[src/rtl/buzzer_scheduler.sv]
// buzzer_scheduler: time-shares the buzzer/LED note path between the free-play,
// auto-play and learn-mode sources. A mode FSM grants one source at a time and
// inserts a silent guard gap on every mode switch.
// Build option: define BUZZER_SCHED_GAP_EN to enable the GAP state and gap_cnt.
// Without it, a switch commits on the edge after sel_q changes, busy is tied 0,
// and the output still goes through one silent cycle.
module buzzer_scheduler #(
  parameter int GAP_CYCLES = 1000000,
  parameter int NOTE_W     = 4,
  parameter int OCT_W      = 2
) (
  input  logic              clk,
  input  logic              reset,
  input  logic [1:0]        mode_sel,
  input  logic [NOTE_W-1:0] free_note,
  input  logic [OCT_W-1:0]  free_oct,
  input  logic [NOTE_W-1:0] auto_note,
  input  logic [OCT_W-1:0]  auto_oct,
  input  logic [NOTE_W-1:0] learn_note,
  input  logic [OCT_W-1:0]  learn_oct,
  output logic              auto_run,
  output logic              learn_run,
  output logic [NOTE_W-1:0] note_out,
  output logic [OCT_W-1:0]  octave_out,
  output logic [1:0]        mode_out,
  output logic              busy
);

  typedef enum logic [1:0] {
    ST_IDLE   = 2'd0,
    ST_GAP    = 2'd1,
    ST_ACTIVE = 2'd2
  } state_t;

  localparam logic [1:0] M_IDLE  = 2'b00;
  localparam logic [1:0] M_FREE  = 2'b01;
  localparam logic [1:0] M_AUTO  = 2'b10;
  localparam logic [1:0] M_LEARN = 2'b11;

  localparam logic [NOTE_W-1:0] NOTE_END = '1;

  state_t            state;
  logic [1:0]        sel_q;
  logic [1:0]        cur_mode;
  logic [NOTE_W-1:0] src_note;
  logic [OCT_W-1:0]  src_oct;
  logic [NOTE_W-1:0] mux_note;

  // Single synchronising register for the level-type mode request.
  always_ff @(posedge clk or negedge reset) begin
    if (!reset) sel_q <= M_IDLE;
    else        sel_q <= mode_sel;
  end

  // Pick the source belonging to the committed mode; idle selects nothing.
  always_comb begin
    src_note = '0;
    src_oct  = '0;
    case (cur_mode)
      M_FREE: begin
        src_note = free_note;
        src_oct  = free_oct;
      end
      M_AUTO: begin
        src_note = auto_note;
        src_oct  = auto_oct;
      end
      M_LEARN: begin
        src_note = learn_note;
        src_oct  = learn_oct;
      end
      default: begin
        src_note = '0;
        src_oct  = '0;
      end
    endcase
  end

  // The end-of-song marker must never reach the buzzer as a tone.
  assign mux_note = (src_note == NOTE_END) ? '0 : src_note;

`ifdef BUZZER_SCHED_GAP_EN

  localparam logic [23:0] GAP_LOAD = 24'(GAP_CYCLES - 1);

  logic [1:0]  pending;
  logic [23:0] gap_cnt;
  logic [1:0]  target;

  // Outside a gap the request is compared with the committed mode,
  // inside a gap with the mode we are currently switching to.
  assign target = (state == ST_GAP) ? pending : cur_mode;

  // Mode FSM with registered outputs: any new request (re)starts a full silent
  // gap; the gap only counts down while the request stays put.
  always_ff @(posedge clk or negedge reset) begin
    if (!reset) begin
      state      <= ST_IDLE;
      cur_mode   <= M_IDLE;
      pending    <= M_IDLE;
      gap_cnt    <= '0;
      mode_out   <= M_IDLE;
      note_out   <= '0;
      octave_out <= '0;
      busy       <= 1'b0;
      auto_run   <= 1'b0;
      learn_run  <= 1'b0;
    end else if (sel_q != target) begin
      pending    <= sel_q;
      gap_cnt    <= GAP_LOAD;
      state      <= ST_GAP;
      busy       <= 1'b1;
      note_out   <= '0;
      octave_out <= '0;
      auto_run   <= 1'b0;
      learn_run  <= 1'b0;
    end else begin
      case (state)
        ST_GAP: begin
          if (gap_cnt != '0) begin
            gap_cnt <= gap_cnt - 24'd1;
          end else begin
            // Commit: the new source is shown from the following edge on.
            cur_mode  <= pending;
            mode_out  <= pending;
            state     <= (pending == M_IDLE) ? ST_IDLE : ST_ACTIVE;
            busy      <= 1'b0;
            auto_run  <= (pending == M_AUTO);
            learn_run <= (pending == M_LEARN);
          end
        end
        ST_ACTIVE: begin
          note_out   <= mux_note;
          octave_out <= src_oct;
        end
        default: begin
          note_out   <= '0;
          octave_out <= '0;
        end
      endcase
    end
  end

`else

  // A zero or oversized guard length is meaningless; this scope flags it.
  if (GAP_CYCLES < 1 || GAP_CYCLES > 16777215) begin : g_gap_cycles_illegal
  end

  assign busy = 1'b0;

  // Mode FSM without guard gap: commit on the first edge that sees a new
  // request, emitting one silent cycle before the new source appears.
  always_ff @(posedge clk or negedge reset) begin
    if (!reset) begin
      state      <= ST_IDLE;
      cur_mode   <= M_IDLE;
      mode_out   <= M_IDLE;
      note_out   <= '0;
      octave_out <= '0;
      auto_run   <= 1'b0;
      learn_run  <= 1'b0;
    end else if (sel_q != cur_mode) begin
      cur_mode   <= sel_q;
      mode_out   <= sel_q;
      state      <= (sel_q == M_IDLE) ? ST_IDLE : ST_ACTIVE;
      note_out   <= '0;
      octave_out <= '0;
      auto_run   <= (sel_q == M_AUTO);
      learn_run  <= (sel_q == M_LEARN);
    end else if (state == ST_ACTIVE) begin
      note_out   <= mux_note;
      octave_out <= src_oct;
    end else begin
      note_out   <= '0;
      octave_out <= '0;
    end
  end

`endif

endmodule

[config.mk]
export PLATFORM = sky130hd
export DESIGN_NAME = buzzer_scheduler
export DESIGN_NICKNAME = d
export VERILOG_FILES = /design/src/rtl/buzzer_scheduler.sv
export SDC_FILE = /design/constraint.sdc
export NUM_CORES = 1
export LEC_CHECK = 0
export ABC_AREA = 1
export BUFFER_PORTS_ARGS = -buffer_cell sky130_fd_sc_hd__buf_2
export CORE_MARGIN = 5
export CORE_UTILIZATION = 44
export DETAILED_ROUTE_END_ITERATION = 8
export PLACE_DENSITY = 0.77
export SLEW_MARGIN = 20
export SYNTH_ARGS = -nofsm -noshare
export SYNTH_HDL_FRONTEND = slang
export SYNTH_SLANG_ARGS = --single-unit
[constraint.sdc]
create_clock -name clk -period 1.4 [get_ports clk]
set_input_delay 0.35 -clock clk [delete_from_list [all_inputs] [get_ports clk]]
set_output_delay 0.35 -clock clk [all_outputs]
set_load 0.02 [all_outputs]
==> metrics.txt <==
CP Data Arrival Time=0.99 ns; TNS Setup=0 ns; WL final=1.58 mm; register area share after synthesis=between 40% and 50%; clk sink count=13; Final Util=59.4%; leakage=0.000510 uW; leading cell type in the layout, fill and taps excluded=buf_2; Final ANT Viol Nets=0; FP Rows=14; area delta synth->final=29.1%; fin crit period=1.34 ns; reg2reg end=note_out[1]$_DFF_PN0_; Die Y=49.7 um; CTS root buf=clkbuf_4; grt total ovfl=0; worst setup path end=mode_out[0]; status=completed; Antenna Cells=0; cell count after placement=124; Syn. warnings=0; CP bufs+invs=1; worst slack at placement=about 0.036 ns; Crit. Startpoint=mode_out[0]$_DFFE_PN0N_; Hold Path Class=primary input to register; mapped cell area=around 690 um2; vias per cell=4.79; Initial Util=46.0%; post-route setup slack=0.0620 ns; largest stage delay on the critical path=0.49 ns; Detailed Place HPWL=1.18 mm; nets@finish=approximately 140; Final period util=roughly 96%; fin. max-slew vios=0; routed len/inst=~12 um; drt drc=0; Mapped Nets=104; overall global routing resource usage=about an eighth; CP Class=register to primary output; Worst EP required=1.05 ns; Layout Cells excl Fill=~130; Clock transition at path regs=0.08 ns; Setup Viol. Count Final=0; PwrDens=908 mW/mm2; CP cell instances=buf_2; Cells after Synth=82; total I/O pin count=33; DRT iter0 DRCs=10; share of layout cells above drive strength 1=41.4%; Die X=49.7 um; clk_skew=0.00101 ns; IO buf count=31; Reg2Reg Depth=6; CP Depth=1; largest net degree at the start of global routing=14; f_max=747 MHz; top-area cell type share of the netlist area=around 47%; vias post-DR=roughly 630; initial antenna violation count=0; kind of cell adding the most delay to the critical path=flip-flops; commonest non-fill, non-tap cells in the layout=buf_2 (30), nand2_1 (19), nand3_1 (18), dfrtp_1 (11), nor2_1 (8); RSZ-0062 raised after global routing=no; H-tree lvl count=1; Critical Path Sink Type=primary output; CP Max Fanout=13; CP Launch Type=register; critical path's slowest cell=dfrtp_2; GP Congestion=0.776; Hold Fails Final Rpt=0; Worst VDD drop=0.000699 V; CTS max path bufs=2; Worst-Skew Late Latency=0.28 ns; FF-to-FF setup slack=0.13 ns; largest cells by area after synthesis=dfrtp_1 (47%), nand3_1 (13%), nand2_1 (10%), nand2_4 (4.9%), nor2_1 (4.3%); Syn Area/Cell=8.45 um2; post-synth top area cell=dfrtp_1; Core ar.=0.00151 mm2; worst r2r src=mode_out[1]$_DFFE_PN0N_; Synth cell types=18; max-capacitance violation count=0; First-pass DRT Iterations=4; number of global-route vias before repair=around 600; first-pass GRT wire length=2.57 mm; CTS Buf Count=3; hold path start=mode_sel[0]; CTS tree=done; Die ar.=between 0.002 and 0.0025 mm2; FF+latch count, synth=13
==> logic make-up after synthesis <==
kind of cell,synth area share [%]
other,0.541
AND/OR/NAND/NOR,38.8
buffers and inverters,9.75
AO/OA/AOI/OAI,3.97
flip-flops,46.9
==> registers in the layout (all words and copies together) (netlist names) <==
signal and cells:
mode_out 2, note_out 4, sel_q 2, auto_run 1, state 1, learn_run 1
octave_out 2
==> layout make-up <==
class	count	area, um2
Fill cell	128	612
Tap cell	16	20.0
Multi-Input combinational cell	58	300
Inverter	6	30.0
Clock buffer	4	26.3
Timing Repair Buffer	35	190
Sequential cell	13	328
==> per-layer routing <==
| metal | GRT usage, % | vias to the layer above | wire, um |
|---|---|---|---|
| li1 | - | 330 | - |
| met5 | 0 | - | 0 |
| met2 | 20.8 | 20 | 804 |
| met4 | 2.62 | 0 | 7 |
| met3 | 6.33 | 2 | 124 |
| met1 | 16.1 | 280 | 641 |
==> power by group <==
group / total [uW] / switching [uW] / internal [uW]
logic: 166 / 98.1 / 67.6
registers: 413 / 18.6 / 394
clock network: 234 / 123 / 111
==> what timing repair did <==
action,CTS,global route
cloned,0,0
setup buffers,0,3
setup endpoints to repair,2,1
hold endpoints to repair,13,0
hold buffers,1,0
resized for setup,3,0
==> cells in the mapped netlist (all sizes together) <==
library cell  instances
nand2                24
nand3                18
dfrtp                13
nor2                 10
inv                   6
buf                   3
a21oi                 2
clkbuf                2
o21ai                 2
conb                  1
o211ai                1
==> worst min-delay path by stage <==
stage                                 end  slack (ns)  depth (start not counted)
floorplan            auto_run$_DFFE_PN0N_        0.05                          0
global placement     state[1]$_DFFE_PN0N_        0.24                          1
detailed placement  note_out[0]$_DFF_PN0_        0.25                          1
CTS                    sel_q[0]$_DFF_PN0_        0.17                          1
global route           sel_q[0]$_DFF_PN0_        0.16                          1
finish                 sel_q[0]$_DFF_PN0_        0.17                          1
==> stage by stage <==
stage / instance area, um2 / total power [uW] / hold WS, ns
floorplan: 693 / 523 / 0.0544
global placement: 831 / 574 / 0.241
detailed placement: 831 / 576 / 0.249
CTS: 872 / 812 / 0.170
global route: 895 / 858 / 0.164
finish: 895 / 812 / 0.171
Power figures use the tool's default switching activity.
